[src/rtl/calc_result_tx_pkg.sv]
// Shared definitions for the calculator result formatter:
// state encodings and the ASCII bytes it emits.
package calc_result_tx_pkg;

    typedef enum logic [2:0] {
        IDLE  = 3'd0,
        SIGN  = 3'd1,
        DIGIT = 3'd2,
        CR    = 3'd3,
        LF    = 3'd4
    } state_t;

    localparam logic [7:0] ASC_MINUS = 8'h2D;
    localparam logic [7:0] ASC_CR    = 8'h0D;
    localparam logic [7:0] ASC_LF    = 8'h0A;
    localparam logic [7:0] ASC_0     = 8'h30;
    localparam logic [7:0] ASC_A     = 8'h41;

endpackage

[src/rtl/calc_result_tx_if.sv]
// Byte stream handshake from the formatter to the UART transmitter.
interface calc_result_tx_if;

    logic [7:0] tx_data;
    logic       tx_valid;
    logic       tx_ready;

    modport master (
        output tx_data,
        output tx_valid,
        input  tx_ready
    );

    modport slave (
        input  tx_data,
        input  tx_valid,
        output tx_ready
    );

endinterface

[src/rtl/calc_result_tx_nibble_ascii.sv]
// Combinational 4-bit value to uppercase hex ASCII character.
import calc_result_tx_pkg::*;

module nibble_ascii (
    input  logic [3:0] nib,
    output logic [7:0] asc
);

    assign asc = (nib < 4'd10) ? (ASC_0 + {4'h0, nib})
                               : (ASC_A + {4'h0, nib} - 8'd10);

endmodule

[src/rtl/calc_result_tx.sv]
// Streams one 32-bit calculator result as ASCII hex
// (optional '-', no leading zeros) followed by the line ending.
import calc_result_tx_pkg::*;

module calc_result_tx #(
    parameter bit SIGNED   = 1'b1,
    parameter bit EOL_CRLF = 1'b1
) (
    input  logic             clk,
    input  logic             n_rst,
    input  logic             calc_done,
    input  logic [31:0]      calc_res,
    calc_result_tx_if.master tx,
    output logic             busy,
    output logic             send_done,
    output logic             overrun
);

    state_t      state;
    logic [31:0] mag;
    logic [2:0]  dig_idx;

    logic        in_neg;
    logic [31:0] in_mag;
    logic [2:0]  in_idx;
    logic        xfer;

    logic [31:0] sel_word;
    logic [2:0]  sel_idx;
    logic [3:0]  nib;
    logic [7:0]  nib_asc;

    // 0x80000000 negates to itself, which still prints correctly as unsigned.
    assign in_neg = SIGNED && calc_res[31];
    assign in_mag = in_neg ? (~calc_res + 32'd1) : calc_res;
    assign xfer   = tx.tx_valid && tx.tx_ready;
    assign busy   = (state != IDLE);

    always_comb begin
        in_idx = 3'd0;
        for (int i = 1; i < 8; i++) begin
            if (in_mag[4*i +: 4] != 4'h0) in_idx = i[2:0];
        end
    end

    // Nibble that becomes tx_data after the next state change.
    always_comb begin
        sel_word = mag;
        sel_idx  = dig_idx;
        if (state == IDLE) begin
            sel_word = in_mag;
            sel_idx  = in_idx;
        end else if (state == DIGIT) begin
            sel_idx = dig_idx - 3'd1;
        end
    end

    assign nib = 4'(sel_word >> {sel_idx, 2'b00});

    nibble_ascii u_nib (
        .nib (nib),
        .asc (nib_asc)
    );

    always_ff @(posedge clk) begin
        if (!n_rst) begin
            state      <= IDLE;
            mag        <= 32'h0;
            dig_idx    <= 3'd0;
            tx.tx_data <= 8'h00;
            tx.tx_valid <= 1'b0;
            send_done  <= 1'b0;
            overrun    <= 1'b0;
        end else begin
            send_done <= 1'b0;
            unique case (state)
                IDLE: begin
                    if (calc_done) begin
                        mag         <= in_mag;
                        dig_idx     <= in_idx;
                        overrun     <= 1'b0;
                        tx.tx_valid <= 1'b1;
                        if (in_neg) begin
                            state      <= SIGN;
                            tx.tx_data <= ASC_MINUS;
                        end else begin
                            state      <= DIGIT;
                            tx.tx_data <= nib_asc;
                        end
                    end
                end
                SIGN: begin
                    if (xfer) begin
                        state      <= DIGIT;
                        tx.tx_data <= nib_asc;
                    end
                end
                DIGIT: begin
                    if (xfer) begin
                        if (dig_idx == 3'd0) begin
                            if (EOL_CRLF) begin
                                state      <= CR;
                                tx.tx_data <= ASC_CR;
                            end else begin
                                state      <= LF;
                                tx.tx_data <= ASC_LF;
                            end
                        end else begin
                            dig_idx    <= dig_idx - 3'd1;
                            tx.tx_data <= nib_asc;
                        end
                    end
                end
                CR: begin
                    if (xfer) begin
                        state      <= LF;
                        tx.tx_data <= ASC_LF;
                    end
                end
                LF: begin
                    if (xfer) begin
                        state       <= IDLE;
                        tx.tx_valid <= 1'b0;
                        send_done   <= 1'b1;
                    end
                end
                default: state <= IDLE;
            endcase
            if (calc_done && state != IDLE) overrun <= 1'b1;
        end
    end

endmodule
[src/flat_wrapper.sv]
// flat-port wrapper written by rule: the top's interface ports become plain ports
module calc_result_tx_flat 
#(
    parameter bit SIGNED   = 1'b1,
    parameter bit EOL_CRLF = 1'b1
)
  (clk, n_rst, calc_done, calc_res, busy, send_done, overrun, tx_tx_data, tx_tx_valid, tx_tx_ready);
  calc_result_tx_if tx_i ();
  input  logic clk;
  input  logic n_rst;
  input  logic calc_done;
  input  logic [31:0] calc_res;
  output logic busy;
  output logic send_done;
  output logic overrun;
  output wire logic [$bits(tx_i.tx_data)-1:0] tx_tx_data;
  output wire logic [$bits(tx_i.tx_valid)-1:0] tx_tx_valid;
  input wire logic [$bits(tx_i.tx_ready)-1:0] tx_tx_ready;
  assign tx_tx_data = tx_i.tx_data;
  assign tx_tx_valid = tx_i.tx_valid;
  assign tx_i.tx_ready = tx_tx_ready;
  calc_result_tx #(.SIGNED(SIGNED), .EOL_CRLF(EOL_CRLF)) u_core (.clk(clk), .n_rst(n_rst), .calc_done(calc_done), .calc_res(calc_res), .tx(tx_i), .busy(busy), .send_done(send_done), .overrun(overrun));
endmodule
[config.mk]
export PLATFORM = sky130hd
export DESIGN_NAME = calc_result_tx_flat
export DESIGN_NICKNAME = d
export VERILOG_FILES = /design/src/rtl/calc_result_tx_pkg.sv /design/src/rtl/calc_result_tx_if.sv /design/src/rtl/calc_result_tx_nibble_ascii.sv /design/src/rtl/calc_result_tx.sv /design/src/flat_wrapper.sv
export SDC_FILE = /design/constraint.sdc
export NUM_CORES = 1
export LEC_CHECK = 0
export CELL_PAD_IN_SITES_DETAIL_PLACEMENT = 0
export CELL_PAD_IN_SITES_GLOBAL_PLACEMENT = 1
export CORE_MARGIN = 2
export CORE_UTILIZATION = 40
export DETAILED_ROUTE_END_ITERATION = 12
export HOLD_SLACK_MARGIN = 0.02
export PLACE_DENSITY_LB_ADDON = 0.1
export SYNTH_ARGS = -nofsm -noshare
export SYNTH_HDL_FRONTEND = slang
export SYNTH_SLANG_ARGS = --single-unit
[constraint.sdc]
create_clock -name clk -period 6.2 [get_ports clk]
set_clock_uncertainty 0.1 [all_clocks]
set_input_delay 0.62 -clock clk [delete_from_list [all_inputs] [get_ports clk]]
set_output_delay 0.62 -clock clk [all_outputs]
set_load 0.02 [all_outputs]
==> reports/results.txt <==
Status -> finished clean
Slew HR -> 31.7%
Avg Inst Size Synth -> 7.63 um2
CTS sink cnt -> 48
Initial Util -> 41.5%
# diodes -> 0
WP data required -> 6.35 ns
Met1 WL -> 5950 um
Critical path launch point type -> primary input
Routed WL per cell -> 18.5 um
Net Count, Synth -> 577
Period Utilization, post-route -> 92.0%
Routability cong. -> 0.936
Met2 wire len -> 6210 um
Maximum root-to-sink buffer count -> 2
Async SR Flop Fraction -> 0%
Layout cell share with drive strength beyond 1 -> 11.4%
Final #Nets -> 611
Leak Pwr -> 1.75 nW
Synth Register Bits -> 48
Max Cap Violations -> 0
Hold Crit Class -> reg2reg
Final min period -> 5.70 ns
Post-synthesis cell area -> 4100 um2
Area after DPL -> 4720 um2
Worst VDD drop -> 118 uV
PwrDens -> 280 nW/um2
CTS Root Cell -> clkbuf_8
Largest net degree at the start of global routing -> 59
Top-area cell type share of the netlist area -> 23.5%
Gate Count Post-Synth -> 537
Crit. End Element -> register
Die Area -> 11100 um2
Sequential-to-total area share from yosys stat -> 23.5%
Synth warn -> 0
Final instance area -> 4860 um2
Top cells by area, synth -> dfxtp_1 (23%), nor2_1 (6.5%), a211oi_1 (5.7%), mux2i_1 (3.9%), o21ai_0 (3.5%)
Latest clock arrival within the worst-skew pair -> 0.32 ns
Gr usage total -> 23.9%
Least-Margin Pin Slew -> 1.02 ns
DPL Wire Length -> 10000 um
GRT overflow -> 0
Final WS setup -> 0.498 ns
Signal arrival time at the worst endpoint -> 5.86 ns
Number of synthesized flops with an enable pin -> 0
I/O Pins -> 48
Die height -> 105 um
Top Layer Used -> met4
RSZ-0062 raised after global routing -> false
Hold Buf Count CTS -> 0
Fill cells -> 995
Most frequent cell after synthesis -> nor2_1
Post-DR vias/cell -> 5.99
TritonCTS buffer count -> 5
Row count -> 36
Non-Filler Instances -> 705
CTS tree -> built
Commonest cells post-synth -> nor2_1 (71), dfxtp_1 (48), nand2_1 (33)
Slew Viols, Final -> 0
WL met3 -> 602 um
Hold WS -> 0.364 ns
Via count -> 4222
Area delta synth->final -> 18.6%
Fin util -> 49.2%
Post-route ant nets -> 0
Fin. Hold Viols -> 0
Yosys top cell by area -> dfxtp_1
Max FO, Critical Path -> 12
DRC violations left -> 0
First-pass GRT wire length -> 21300 um
Multi-input logic area -> 2940 um2
Final setup viols -> 0
Core area -> 9860 um2
1st-iter DRT viols -> 273
Distinct cells, synth -> 81
Synth Flop Type -> dfxtp_1
Cts repair resizes -> 0
# placed instances -> 697
Storage element area -> 961 um2
WL final -> 13000 um
FMAX -> 175 MHz
DP Worst Slack -> 0.165 ns
Clk slew on worst S/H paths -> 0.10 ns
H-tree depth -> 2
Power, Total -> 1.36 mW
Worst Setup Path Type -> in2reg
Vias in the first global route -> 4004
First-pass detailed-route iteration total -> 7
Postcts setup bufs -> 0
TNS Setup -> 0 ns
Die width -> 105 um
Initial antenna violation count -> 0
IO Port Bufs -> 46
==> flip-flops by register name, indices dropped and copies added (netlist names) <==
signal	count
u_core.tx.tx_data	7
u_core.overrun	1
u_core.dig_idx	3
u_core.mag	32
u_core.state	3
u_core.send_done	1
u_core.tx.tx_valid	1
==> logic make-up after synthesis <==
family,after synthesis,synth area share (%)
buffers and inverters,53,5.16
AOI/OAI and AO/OA,159,28.8
muxes,27,7.76
DFF,48,23.5
other,1,0.0916
and+or+nand+nor,215,27.0
xor gates and xnor gates,30,6.42
adders and majority gates,4,1.22
==> where the power goes <==
part	total, mW	internal, mW	switching, mW
sequential	0.399	0.363	0.0364
combinational	0.680	0.279	0.401
clock	0.281	0.162	0.119
total	1.36	0.804	0.556
==> worst max-delay path, cell delays in order <==
cell and delay (ns):
clkdlybuf4s50_1 0.55, inv_1 0.11, ha_1 0.19, or4b_1 0.49, or4_1 0.63, o41ai_2 0.43
xnor2_1 0.17, a21oi_2 0.34, a22o_1 0.49, o21ai_0 0.17, a211oi_1 0.34, o31ai_1 0.18
or2_1 0.29, ha_1 0.24, o31ai_1 0.37, a32oi_1 0.15, nor2_1 0.10
==> per-layer routing <==
metal	vias up	GRT usage (%)
met5	-	0
met4	0	6.00
met3	24	3.18
met2	114	40.8
met1	1996	31.7
li1	2088	-
==> cell usage in the layout (no fill, tap or decap), types with 12 or more instances in the layout <==
master / synthesis / layout
nor3_1: 22 / 21
a211oi_1: 31 / 31
nand3_1: 20 / 20
o21ai_0: 29 / 29
dfxtp_1: 48 / 48
a21oi_1: 28 / 28
clkdlybuf4s50_1: 0 / 45
nand2_1: 33 / 33
mux2i_1: 16 / 16
inv_1: 12 / 12
buf_4: 1 / 19
xor2_1: 15 / 15
nor2_1: 71 / 71
xnor2_1: 15 / 14
==> worst paths after layout <==
kind	from	to	slack, ns	cells after the start
min reg2reg	u_core.mag[0]	u_core.mag[0]	0.36	2
max reg2reg	u_core.state[1]	u_core.tx.tx_data[1]	2.23	13
max	calc_res[0]	u_core.tx.tx_data[6]	0.50	17
min	u_core.mag[0]	u_core.mag[0]	0.36	2
==> cell type report <==
type | instances | share of cell area (%)
Multi-Input combinational cell | 436 | 60.5
Sequential cell | 48 | 19.8
Timing Repair Buffer | 65 | 12.3
Tap cell | 133 | 3.43
Clock buffer | 5 | 1.42
Clock inverter | 3 | 1.42
Inverter | 15 | 1.16
(Power assumes the default switching activity.)
